File: config.mk
export PLATFORM = sky130hd
export DESIGN_NAME = id_stage_decoder
export DESIGN_NICKNAME = d
export VERILOG_FILES = /design/src/rtl/id_stage_decoder.sv
export SDC_FILE = /design/constraint.sdc
export NUM_CORES = 1
export LEC_CHECK = 0
export CORE_ASPECT_RATIO = 2
export CORE_UTILIZATION = 36
export CTS_CLUSTER_SIZE = 10
export DETAILED_ROUTE_END_ITERATION = 10
export GPL_TIMING_DRIVEN = 0
export PLACE_DENSITY_LB_ADDON = 0.25
export SYNTH_ARGS = -nofsm -noshare
export SYNTH_HDL_FRONTEND = slang
export SYNTH_SLANG_ARGS = --single-unit
export TNS_END_PERCENT = 10
File: constraint.sdc
create_clock -name clk -period 2.48 [get_ports clk]
set_input_delay 0.496 -clock clk [delete_from_list [all_inputs] [get_ports clk]]
set_output_delay 0.496 -clock clk [all_outputs]
set_load 0.05 [all_outputs]
File: src/rtl/id_stage_decoder.sv
// RV32I decode stage: combinational field split registered behind a 2-entry skid buffer.
// Optional macro RV32M_EN makes the OP/func7=0000001 (M extension) encodings legal.
module id_stage_decoder #(
    parameter int XLEN    = 32,
    parameter int RADDR_W = 5
) (
    input  logic               clk,
    input  logic               rst,
    input  logic               flush,
    input  logic               in_valid,
    output logic               in_ready,
    input  logic [31:0]        in_inst,
    input  logic [XLEN-1:0]    in_pc,
    output logic               out_valid,
    input  logic               out_ready,
    output logic [XLEN-1:0]    imm,
    output logic [RADDR_W-1:0] rs1,
    output logic [RADDR_W-1:0] rs2,
    output logic [RADDR_W-1:0] rd,
    output logic [2:0]         func3,
    output logic [6:0]         func7,
    output logic [6:0]         opcode,
    output logic [XLEN-1:0]    out_pc,
    output logic               illegal
);
    localparam logic [6:0] OP_LUI    = 7'b0110111;
    localparam logic [6:0] OP_AUIPC  = 7'b0010111;
    localparam logic [6:0] OP_JAL    = 7'b1101111;
    localparam logic [6:0] OP_JALR   = 7'b1100111;
    localparam logic [6:0] OP_BRANCH = 7'b1100011;
    localparam logic [6:0] OP_LOAD   = 7'b0000011;
    localparam logic [6:0] OP_STORE  = 7'b0100011;
    localparam logic [6:0] OP_IMM    = 7'b0010011;
    localparam logic [6:0] OP_OP     = 7'b0110011;

    typedef struct packed {
        logic [XLEN-1:0]    imm;
        logic [RADDR_W-1:0] rs1;
        logic [RADDR_W-1:0] rs2;
        logic [RADDR_W-1:0] rd;
        logic [2:0]         func3;
        logic [6:0]         func7;
        logic [6:0]         opcode;
        logic [XLEN-1:0]    pc;
        logic               illegal;
    } dec_t;

    dec_t               dec, main_q, skid_q;
    logic               main_v, skid_v;
    logic signed [31:0] imm32;
    logic               use_rs1, use_rs2, use_rd, keep_f7, known, bad;
    logic [6:0]         op, f7;
    logic [2:0]         f3;

    always_comb begin
        op      = in_inst[6:0];
        f3      = in_inst[14:12];
        f7      = in_inst[31:25];
        imm32   = '0;
        use_rs1 = 1'b0;
        use_rs2 = 1'b0;
        use_rd  = 1'b0;
        keep_f7 = 1'b0;
        known   = 1'b1;
        bad     = 1'b0;
        case (op)
            OP_LUI, OP_AUIPC: begin
                imm32  = {in_inst[31:12], 12'b0};
                use_rd = 1'b1;
            end
            OP_JAL: begin
                imm32  = {{11{in_inst[31]}}, in_inst[31], in_inst[19:12], in_inst[20],
                          in_inst[30:21], 1'b0};
                use_rd = 1'b1;
            end
            OP_JALR: begin
                imm32   = {{20{in_inst[31]}}, in_inst[31:20]};
                use_rs1 = 1'b1;
                use_rd  = 1'b1;
                bad     = (f3 != 3'b000);
            end
            OP_BRANCH: begin
                imm32   = {{19{in_inst[31]}}, in_inst[31], in_inst[7], in_inst[30:25],
                           in_inst[11:8], 1'b0};
                use_rs1 = 1'b1;
                use_rs2 = 1'b1;
                bad     = (f3[2:1] == 2'b01);
            end
            OP_LOAD: begin
                imm32   = {{20{in_inst[31]}}, in_inst[31:20]};
                use_rs1 = 1'b1;
                use_rd  = 1'b1;
                bad     = (f3 == 3'b011) || (f3[2:1] == 2'b11);
            end
            OP_STORE: begin
                imm32   = {{20{in_inst[31]}}, in_inst[31:25], in_inst[11:7]};
                use_rs1 = 1'b1;
                use_rs2 = 1'b1;
                bad     = (f3 >= 3'b011);
            end
            OP_IMM: begin
                imm32   = {{20{in_inst[31]}}, in_inst[31:20]};
                use_rs1 = 1'b1;
                use_rd  = 1'b1;
                // shifts: func7 qualifies shamt; only srai may use 0100000
                if (f3[1:0] == 2'b01) begin
                    keep_f7 = 1'b1;
                    bad     = f3[2] ? !(f7 == 7'b0000000 || f7 == 7'b0100000)
                                    : (f7 != 7'b0000000);
                end
            end
            OP_OP: begin
                use_rs1 = 1'b1;
                use_rs2 = 1'b1;
                use_rd  = 1'b1;
                keep_f7 = 1'b1;
                case (f7)
                    7'b0000000: bad = 1'b0;
                    7'b0100000: bad = !(f3 == 3'b000 || f3 == 3'b101);
`ifdef RV32M_EN
                    7'b0000001: bad = 1'b0;
`else
                    7'b0000001: bad = 1'b1;
`endif
                    default:    bad = 1'b1;
                endcase
            end
            default: known = 1'b0;
        endcase

        dec         = '0;
        dec.imm     = XLEN'(imm32);
        dec.rs1     = use_rs1 ? RADDR_W'(in_inst[19:15]) : '0;
        dec.rs2     = use_rs2 ? RADDR_W'(in_inst[24:20]) : '0;
        dec.rd      = use_rd  ? RADDR_W'(in_inst[11:7])  : '0;
        dec.func3   = use_rs1 ? f3 : 3'b000;
        dec.func7   = keep_f7 ? f7 : 7'b0000000;
        dec.opcode  = op;
        dec.pc      = in_pc;
        dec.illegal = !known || bad || (in_inst[1:0] != 2'b11);
    end

    // skid_v implies main_v; an occupied skid is the only thing that stalls IF
    always_ff @(posedge clk) begin
        if (rst) begin
            main_v <= 1'b0;
            skid_v <= 1'b0;
            main_q <= '0;
            skid_q <= '0;
        end else if (flush) begin
            main_v <= 1'b0;
            skid_v <= 1'b0;
        end else if (skid_v) begin
            if (out_ready) begin
                main_q <= skid_q;
                skid_v <= 1'b0;
            end
        end else if (!main_v || out_ready) begin
            main_v <= in_valid;
            if (in_valid) main_q <= dec;
        end else if (in_valid) begin
            skid_v <= 1'b1;
            skid_q <= dec;
        end
    end

    assign in_ready  = !skid_v;
    assign out_valid = main_v;
    assign imm       = main_q.imm;
    assign rs1       = main_q.rs1;
    assign rs2       = main_q.rs2;
    assign rd        = main_q.rd;
    assign func3     = main_q.func3;
    assign func7     = main_q.func7;
    assign opcode    = main_q.opcode;
    assign out_pc    = main_q.pc;
    assign illegal   = main_q.illegal;
endmodule

==> metrics.csv, run 1 <==
stage,metric,value,unit
outcome,status,"finished, final reports clean",
sta,hold_violations,0,
synth,synth_xor_area_share,0,%
synth,yosysWarnings,0,
critical_path,r2r-start,skid_v,
drt,first_pass_iters,5,
critical_path,cp.required,1.98,ns
synth,synth_compound_area_share,21.4,%
flow_run,max_cap_viol_count,0,
sta,min_period,2.44,ns
critical_path,worstRegToRegCells,5,
clock_tree,clk_pin_slew_worst_paths,0.08,ns
global_routing,track_usage,24.2,%
final_layout,antenna-diode-count,0,
power_and_ir_drop,p_per_area,673,nW/µm²
drt,routed_via_density,5.48,
global_routing,grt_pass1_vias,7668,
synth,synthMuxAreaShare,5.25,%
drt,final_antenna_net_count,0,
final_layout,seqCellArea,3920,µm²
global_routing,grt_max_degree,19,
synth,yosysTopAreaCell,dfxtp_1,
worst_hold_path,hp-start,in_inst[1],
final_layout,fillers,2245,
final_layout,fin_area,10700,µm²
sta,fin_worst_skew,0.0149,ns
power_and_ir_drop,finalPower,7.22,mW
drt,drc_errors,0,
place,dpl.hpwl,21000,µm
drt,routedWlPerCell,19.4,µm
final_layout,drive_gt1_share,8.06,%
synth,synth_edf_count,0,
sta,fin_crit_sh,98.2,%
drt,vias,7770,
synth,netlist_instances,948,
synth,synthAdderAreaFrac,0,%
synth,yosysUniqueCellTypes,51,
final_layout,num-nets-final,1198,
drt,wl,27500,µm
die,die-height,214,µm
synth,netlist_top_cells_count,"dfxtp_1 (196), nand2_1 (144), nor2_1 (123)",
die,io_pins,168,
synth,synth_top_family_by_area,compound AO/OA/AOI/OAI gates,
sta,worst_slew_pin_slew,0.889,ns
clock_tree,clock_path_buffers,2,
synth,ys.flop_type,dfxtp_1,
critical_path,worstSetupEndpointType,output port,
clock_tree,hold_buffers,0,
clock_tree,postCtsSetupRepairBufs,0,
synth,synth_top_area_share,48.3,%
place,portBuffers,162,
global_routing,grt_overflow_total,0,
synth,synth_nets,1017,
synth,synthArstFlopShare,0,%
sta,fmax,410,MHz
synth,synth-seq-area-share,48.3,%
clock_tree,numClockSinks,196,
sta,relSlewSlack,40.7,%
die,coreArea,22200,µm²
critical_path,startpoint,skid_v,
clock_tree,cts_root_buffer,clkbuf_16,
final_layout,area_growth,32.0,%
die,start_util,36.7,%
synth,synth_seq_cells,196,
die,dieWidth,108,µm
final_layout,multi_input_area,3790,µm²
sta,fin_setup_tns,0,ns
sta,drv_slew,0,
drt,drt_iter0_markers,346,
place,place.gp.congestion,0.863,
place,place_area,10100,µm²
synth,synth.most_common_cell,dfxtp_1,
synth,synthTopCellsByArea,"dfxtp_1 (48%), nand2_1 (6.7%), nor2_1 (5.7%)",
critical_path,crit_type,reg2out,
power_and_ir_drop,peakVddDrop,388,µV
global_routing,antenna_found_initial,0,
clock_tree,cts_buffers,17,
worst_hold_path,min_path_type,in2reg,
critical_path,critical_path_peak_fanout,10,
power_and_ir_drop,leakage,3.61,nW
synth,synth-simple-area-share,19.6,%
sta,finalSetupViolCount,0,
synth,syn-cell-area,8120,µm²
sta,fin_hold_ws,0.358,ns
synth,syn_avg_cell_area,8.57,µm²
sta,rsz0062_at_grt,yes,
die,die_area,23200,µm²
clock_tree,clk-insertion-delay-late,0.44,ns
critical_path,cp.arrival,1.94,ns
die,rows,77,
clock_tree,cts_tree,done,
worst_hold_path,hold_depth,3,
critical_path,worstSetupStartpointType,flop,
clock_tree,cts_max_level,4,
global_routing,grt_pass1_wl,42400,µm
## metal layers
layer / wire [µm] / part of all wire [%] / track usage [%] / vias up
met4: 1420 / 5.2 / 14.2 / 0
li1: - / - / - / 3753
met1: 9730 / 35 / 24.3 / 3697
met3: 1330 / 4.8 / 4.74 / 73
met2: 15000 / 55 / 44.7 / 247
met5: 0 / 0 / 0 / -
## layout make-up
cell class	instances	area share (%)
flip-flops and latches	196	36.6
multi-input cells	657	35.3
repair buffers	162	15.1
plain buffers	90	4.03
clock buffers	17	3.97
well taps	276	3.22
clock inverters	15	1.60
inverters	5	0.175
## worst max-delay path, cell delays in order (launching register included)
cell and delay (ns):
dfxtp_1 0.35, clkbuf_4 0.22, inv_1 0.25, clkbuf_4 0.29, clkdlybuf4s18_2 0.39
## where the power goes
group          internal, mW  switching, mW
sequential             3.25         0.0586
combinational         0.380          0.713
clock                  1.52           1.31
## path summary, 6_finish.rpt
kind                            slack [ns]    endpoint
worst max-delay path                  0.04    in_ready
worst min-delay path                  0.36  skid_q[34]
worst max register to register        0.25       rd[1]
worst min register to register        0.45  skid_q[70]
## state kept, by name, summed over array words and instances, names as in the netlist
signal and cells:
imm 32, opcode 7, out_pc 32, rs2 5, skid_q 97, rd 5
skid_v 1, rs1 5, func3 3, func7 7, out_valid 1, illegal 1
## timing repair
action	4_1_cts	5_1_grt
pin swaps	0	0
gates resized for setup	6	13
endpoints found under the hold margin	0	0
endpoints found under the setup margin	6	62
## through the flow
step	cells	setup slack, ns	util [%]
floorplan	948	0.527	-
global placement	1386	-0.479	45.5
detailed placement	1386	-0.482	45.5
CTS	1418	-0.0170	48.3
global route	1418	-0.0373	48.4
finish	1418	0.0439	48.4
## cells by family (layout without fill, tap and decap cells)
group,after synthesis,in the layout
AOI/OAI and AO/OA,250,250
muxes,42,42
and+or+nand+nor,365,365
DFF,196,196
buffers and inverters,95,289
## placed cells by master, fill, tap and decap left out, drive strengths merged, types with 2 or more instances in the layout
master / Yosys / layout
nand3b: 2 / 2
dfxtp: 196 / 196
and4bb: 2 / 2
a32o: 3 / 3
a32oi: 2 / 2
nor2b: 4 / 4
inv: 5 / 11
mux2: 2 / 2
clkinv: 0 / 6
and3: 12 / 12
nand4: 2 / 2
nor3: 37 / 37
nand3: 27 / 27
o22ai: 3 / 3
a211oi: 61 / 61
nand2: 144 / 144
a22oi: 13 / 13
a21oi: 81 / 81
a21boi: 2 / 2
nor4: 2 / 2
clkbuf: 54 / 72
o211ai: 4 / 4
bufinv: 0 / 2
mux2i: 40 / 40
and2: 3 / 3
clkdlybuf4s50: 0 / 161
a221oi: 49 / 49
buf: 36 / 35
a221o: 4 / 4
o21ai: 18 / 18
a311oi: 5 / 5
nor2: 123 / 123
No activity file was read; power rests on OpenSTA's default activity.
==> run 2: changes to the inputs <==
--- a/config.mk
+++ b/config.mk
@@ -11,6 +11,7 @@
 export DETAILED_ROUTE_END_ITERATION = 10
 export GPL_TIMING_DRIVEN = 0
 export PLACE_DENSITY_LB_ADDON = 0.25
+export RECOVER_POWER = 50
 export SYNTH_ARGS = -nofsm -noshare
 export SYNTH_HDL_FRONTEND = slang
 export SYNTH_SLANG_ARGS = --single-unit
==> run 2 against run 1 <==
Non-clock buffer count is the same. Clock skew about the same. First-iteration DRC count up 4.3%. Routed wire length increased by 0.21%. Sequential power is essentially flat. Combinational power barely moved. Clock power barely moved. Power fell by 0.39%. Sequential share of layout area did not move. Critical endpoint is now rd[1]. Largest power group unchanged. Highest routed layer unchanged.
==> metrics.csv, run 2 (synthesis gave the netlist of run 1 again) <==
stage,metric,value,unit,change
sta,finalSetupViolCount,0,,unchanged
die,die-height,214,µm,unchanged
critical_path,cp.required,2.78,ns,+0.80 ns
sta,fin_worst_skew,0.0144,ns,-0.000481 ns
die,coreArea,22200,µm²,unchanged
final_layout,area_growth,32.0,%,unchanged
place,dpl.hpwl,21000,µm,unchanged
sta,min_period,2.47,ns,+0.0294 ns
final_layout,layout_common_cells,"dfxtp_1 (196), nand2_1 (144), nor2_1 (123)",,
drt,vias,7769,,-0.013%
die,io_pins,168,,unchanged
final_layout,post_layout_nonfiller_instances,1418,,unchanged
final_layout,antenna-diode-count,0,,unchanged
die,start_util,36.7,%,unchanged
power_and_ir_drop,combPwrFrac,14.8,%,-0.3 points
critical_path,crit_type,in2reg,,
worst_hold_path,min_path_type,in2reg,,
global_routing,grt_pass1_vias,7668,,unchanged
final_layout,drive_gt1_share,8.06,%,unchanged
critical_path,rrSetupSlack,0.21,ns,-0.04 ns
clock_tree,postCtsSetupRepairBufs,0,,unchanged
power_and_ir_drop,p_int,5.11,mW,-0.62%
final_layout,top_register,skid_q,,
power_and_ir_drop,p_per_area,671,nW/µm²,-0.39%
power_and_ir_drop,pwr-share-clk,39.3,%,+0.2 points
global_routing,grt_pass1_wl,42400,µm,unchanged
clock_tree,clk-insertion-delay-late,0.44,ns,about the same
global_routing,grt_max_degree,19,,unchanged
outcome,status,"finished, final reports clean",,
final_layout,largest_reg_flops,97,,unchanged
power_and_ir_drop,p_seq_share,45.9,%,about the same
drt,drt_iter0_markers,361,,+4.3%
sta,hold_violations,0,,unchanged
place,portBuffers,162,,unchanged
sta,relSlewSlack,42.7,%,+1.9 points
critical_path,worstRegToRegCells,5,,unchanged
place,place_inst,1386,,unchanged
sta,fmax,406,MHz,-1.2%
drt,wl,27500,µm,+0.21%
power_and_ir_drop,swShare,28.9,%,+0.16 points
die,rows,77,,unchanged
global_routing,antenna_found_initial,0,,unchanged
sta,worst_slew_pin_slew,0.860,ns,-0.0292 ns
die,die_area,23200,µm²,unchanged
clock_tree,clock_path_buffers,2,,unchanged
power_and_ir_drop,power.switching,2.08,mW,+0.17%
sta,drv_slew,0,,unchanged
clock_tree,clk_pin_slew_worst_paths,0.07,ns,about the same
critical_path,r2r_end,rd[1],,
sta,rsz0062_at_grt,yes,,
power_and_ir_drop,leakage,3.88,nW,+7.5%
flow_run,max_cap_viol_count,0,,unchanged
clock_tree,cts_buffers,17,,unchanged
power_and_ir_drop,peakVddDrop,392,µV,+1.0%
drt,final_antenna_net_count,0,,unchanged
final_layout,final_common_cell,dfxtp_1,,
clock_tree,cts_root_buffer,clkbuf_16,,
place,place.gp.congestion,0.863,,unchanged
clock_tree,cts_tree,done,,
clock_tree,numClockSinks,196,,unchanged
die,dieWidth,108,µm,unchanged
clock_tree,cts_max_level,4,,unchanged
worst_hold_path,hold_path_end,skid_q[34],,
critical_path,r2r-start,skid_v,,
drt,first_pass_iters,5,,unchanged
critical_path,worstSetupEndpointType,flop,,
global_routing,track_usage,24.2,%,unchanged
drt,routed_via_density,5.48,,about the same
worst_hold_path,hold_depth,3,,unchanged
critical_path,critical_path_peak_fanout,10,,unchanged
global_routing,grt_overflow_total,0,,unchanged
clock_tree,hold_buffers,0,,unchanged
power_and_ir_drop,finalPower,7.19,mW,-0.39%
critical_path,worstSetupStartpointType,primary input,,
sta,fin_crit_sh,99.4,%,+1.2 points
worst_hold_path,hp-start,in_inst[1],,
critical_path,cp.arrival,2.76,ns,+0.82 ns
drt,drc_errors,0,,unchanged
final_layout,num-nets-final,1198,,unchanged
drt,routedWlPerCell,19.4,µm,+0.21%
[run 2: changes by cell type in the layout (fill, tap and decap cells not counted), sizes merged]
cell,delta
clkdlybuf4s50,-98
dlygate4sd3,+98
buf,-1
clkbuf,+1
[run 2: worst max-delay path by stage]
stage | end | depth (start not counted) | slack [ns] | from
2_1_floorplan | illegal | 7 | 0.53 | in_inst[2]
3_3_place_gp | imm[10] | 7 | -0.48 | out_ready
3_5_place_dp | rs1[3] | 7 | -0.48 | out_ready
4_1_cts | in_ready | 4 | -0.02 | skid_v
5_1_grt | skid_q[51] | 7 | -0.04 | flush
6_report | rd[1] | 7 | 0.01 | out_ready
[run 2: cell type report]
type / count / area, µm²
inverter: 5 / 18.8
multi-input combinational: 657 / 3790
fill: 2245 / 11400
tap: 276 / 345
timing repair buffer: 162 / 1620
clock inverter: 15 / 171
sequential: 196 / 3920
buffer: 90 / 432
clock buffer: 17 / 425
[run 2: critical path, stage by stage]
cell             delay [ns]
clkdlybuf4s50_1        0.64
o21ba_2                0.24
or3_1                  0.34
buf_2                  0.17
clkbuf_1               0.27
a221oi_1               0.52
nor3_1                 0.08
[run 2: through the flow]
| stage | setup TNS (ns) | utilization (%) | instance area (µm²) | worst slack, ns | hold WS [ns] |
|---|---|---|---|---|---|
| floorplan | 0 | - | 8120 | 0.527 | 0.432 |
| global placement | -42.20 | 45.5 | 10100 | -0.479 | 0.437 |
| detailed placement | -43.26 | 45.5 | 10100 | -0.482 | 0.443 |
| CTS | -0.0170 | 48.3 | 10700 | -0.0170 | 0.343 |
| global route | -0.136 | 48.4 | 10700 | -0.0373 | 0.368 |
| finish | 0 | 48.4 | 10700 | 0.0145 | 0.354 |
[run 2: power by group through the flow]
stage / Clock [mW] / Sequential [mW] / Combinational (mW)
after detailed placement: 0 / 3.38 / 1.09
after floorplan: 0 / 3.68 / 0.324
after global routing: 2.98 / 3.31 / 1.13
final: 2.83 / 3.30 / 1.06
after CTS: 2.88 / 3.31 / 1.09
after global placement: 0 / 3.38 / 1.08
[run 2: timing repair]
action / 4_1_cts / 5_1_grt
hold endpoints to repair: 0 / 0
gates resized for setup: 6 / 13
endpoints found under the setup margin: 6 / 62
cloned: 0 / 0
[run 2: routing by layer]
| metal | vias up | wire, µm | GRT usage, % |
|---|---|---|---|
| li1 | 3754 | - | - |
| met1 | 3702 | 9960 | 24.3 |
| met2 | 236 | 14900 | 44.7 |
| met3 | 77 | 1240 | 4.74 |
| met4 | 0 | 1420 | 14.2 |
| met5 | - | 0 | 0 |
==> run 3: changes to the inputs <==
--- a/config.mk
+++ b/config.mk
@@ -11,7 +11,6 @@
 export DETAILED_ROUTE_END_ITERATION = 10
 export GPL_TIMING_DRIVEN = 0
 export PLACE_DENSITY_LB_ADDON = 0.25
-export RECOVER_POWER = 50
 export SYNTH_ARGS = -nofsm -noshare
 export SYNTH_HDL_FRONTEND = slang
 export SYNTH_SLANG_ARGS = --single-unit
==> results of run 3 <==
The final DEF is identical to that of run 1; final timing and power are the same.
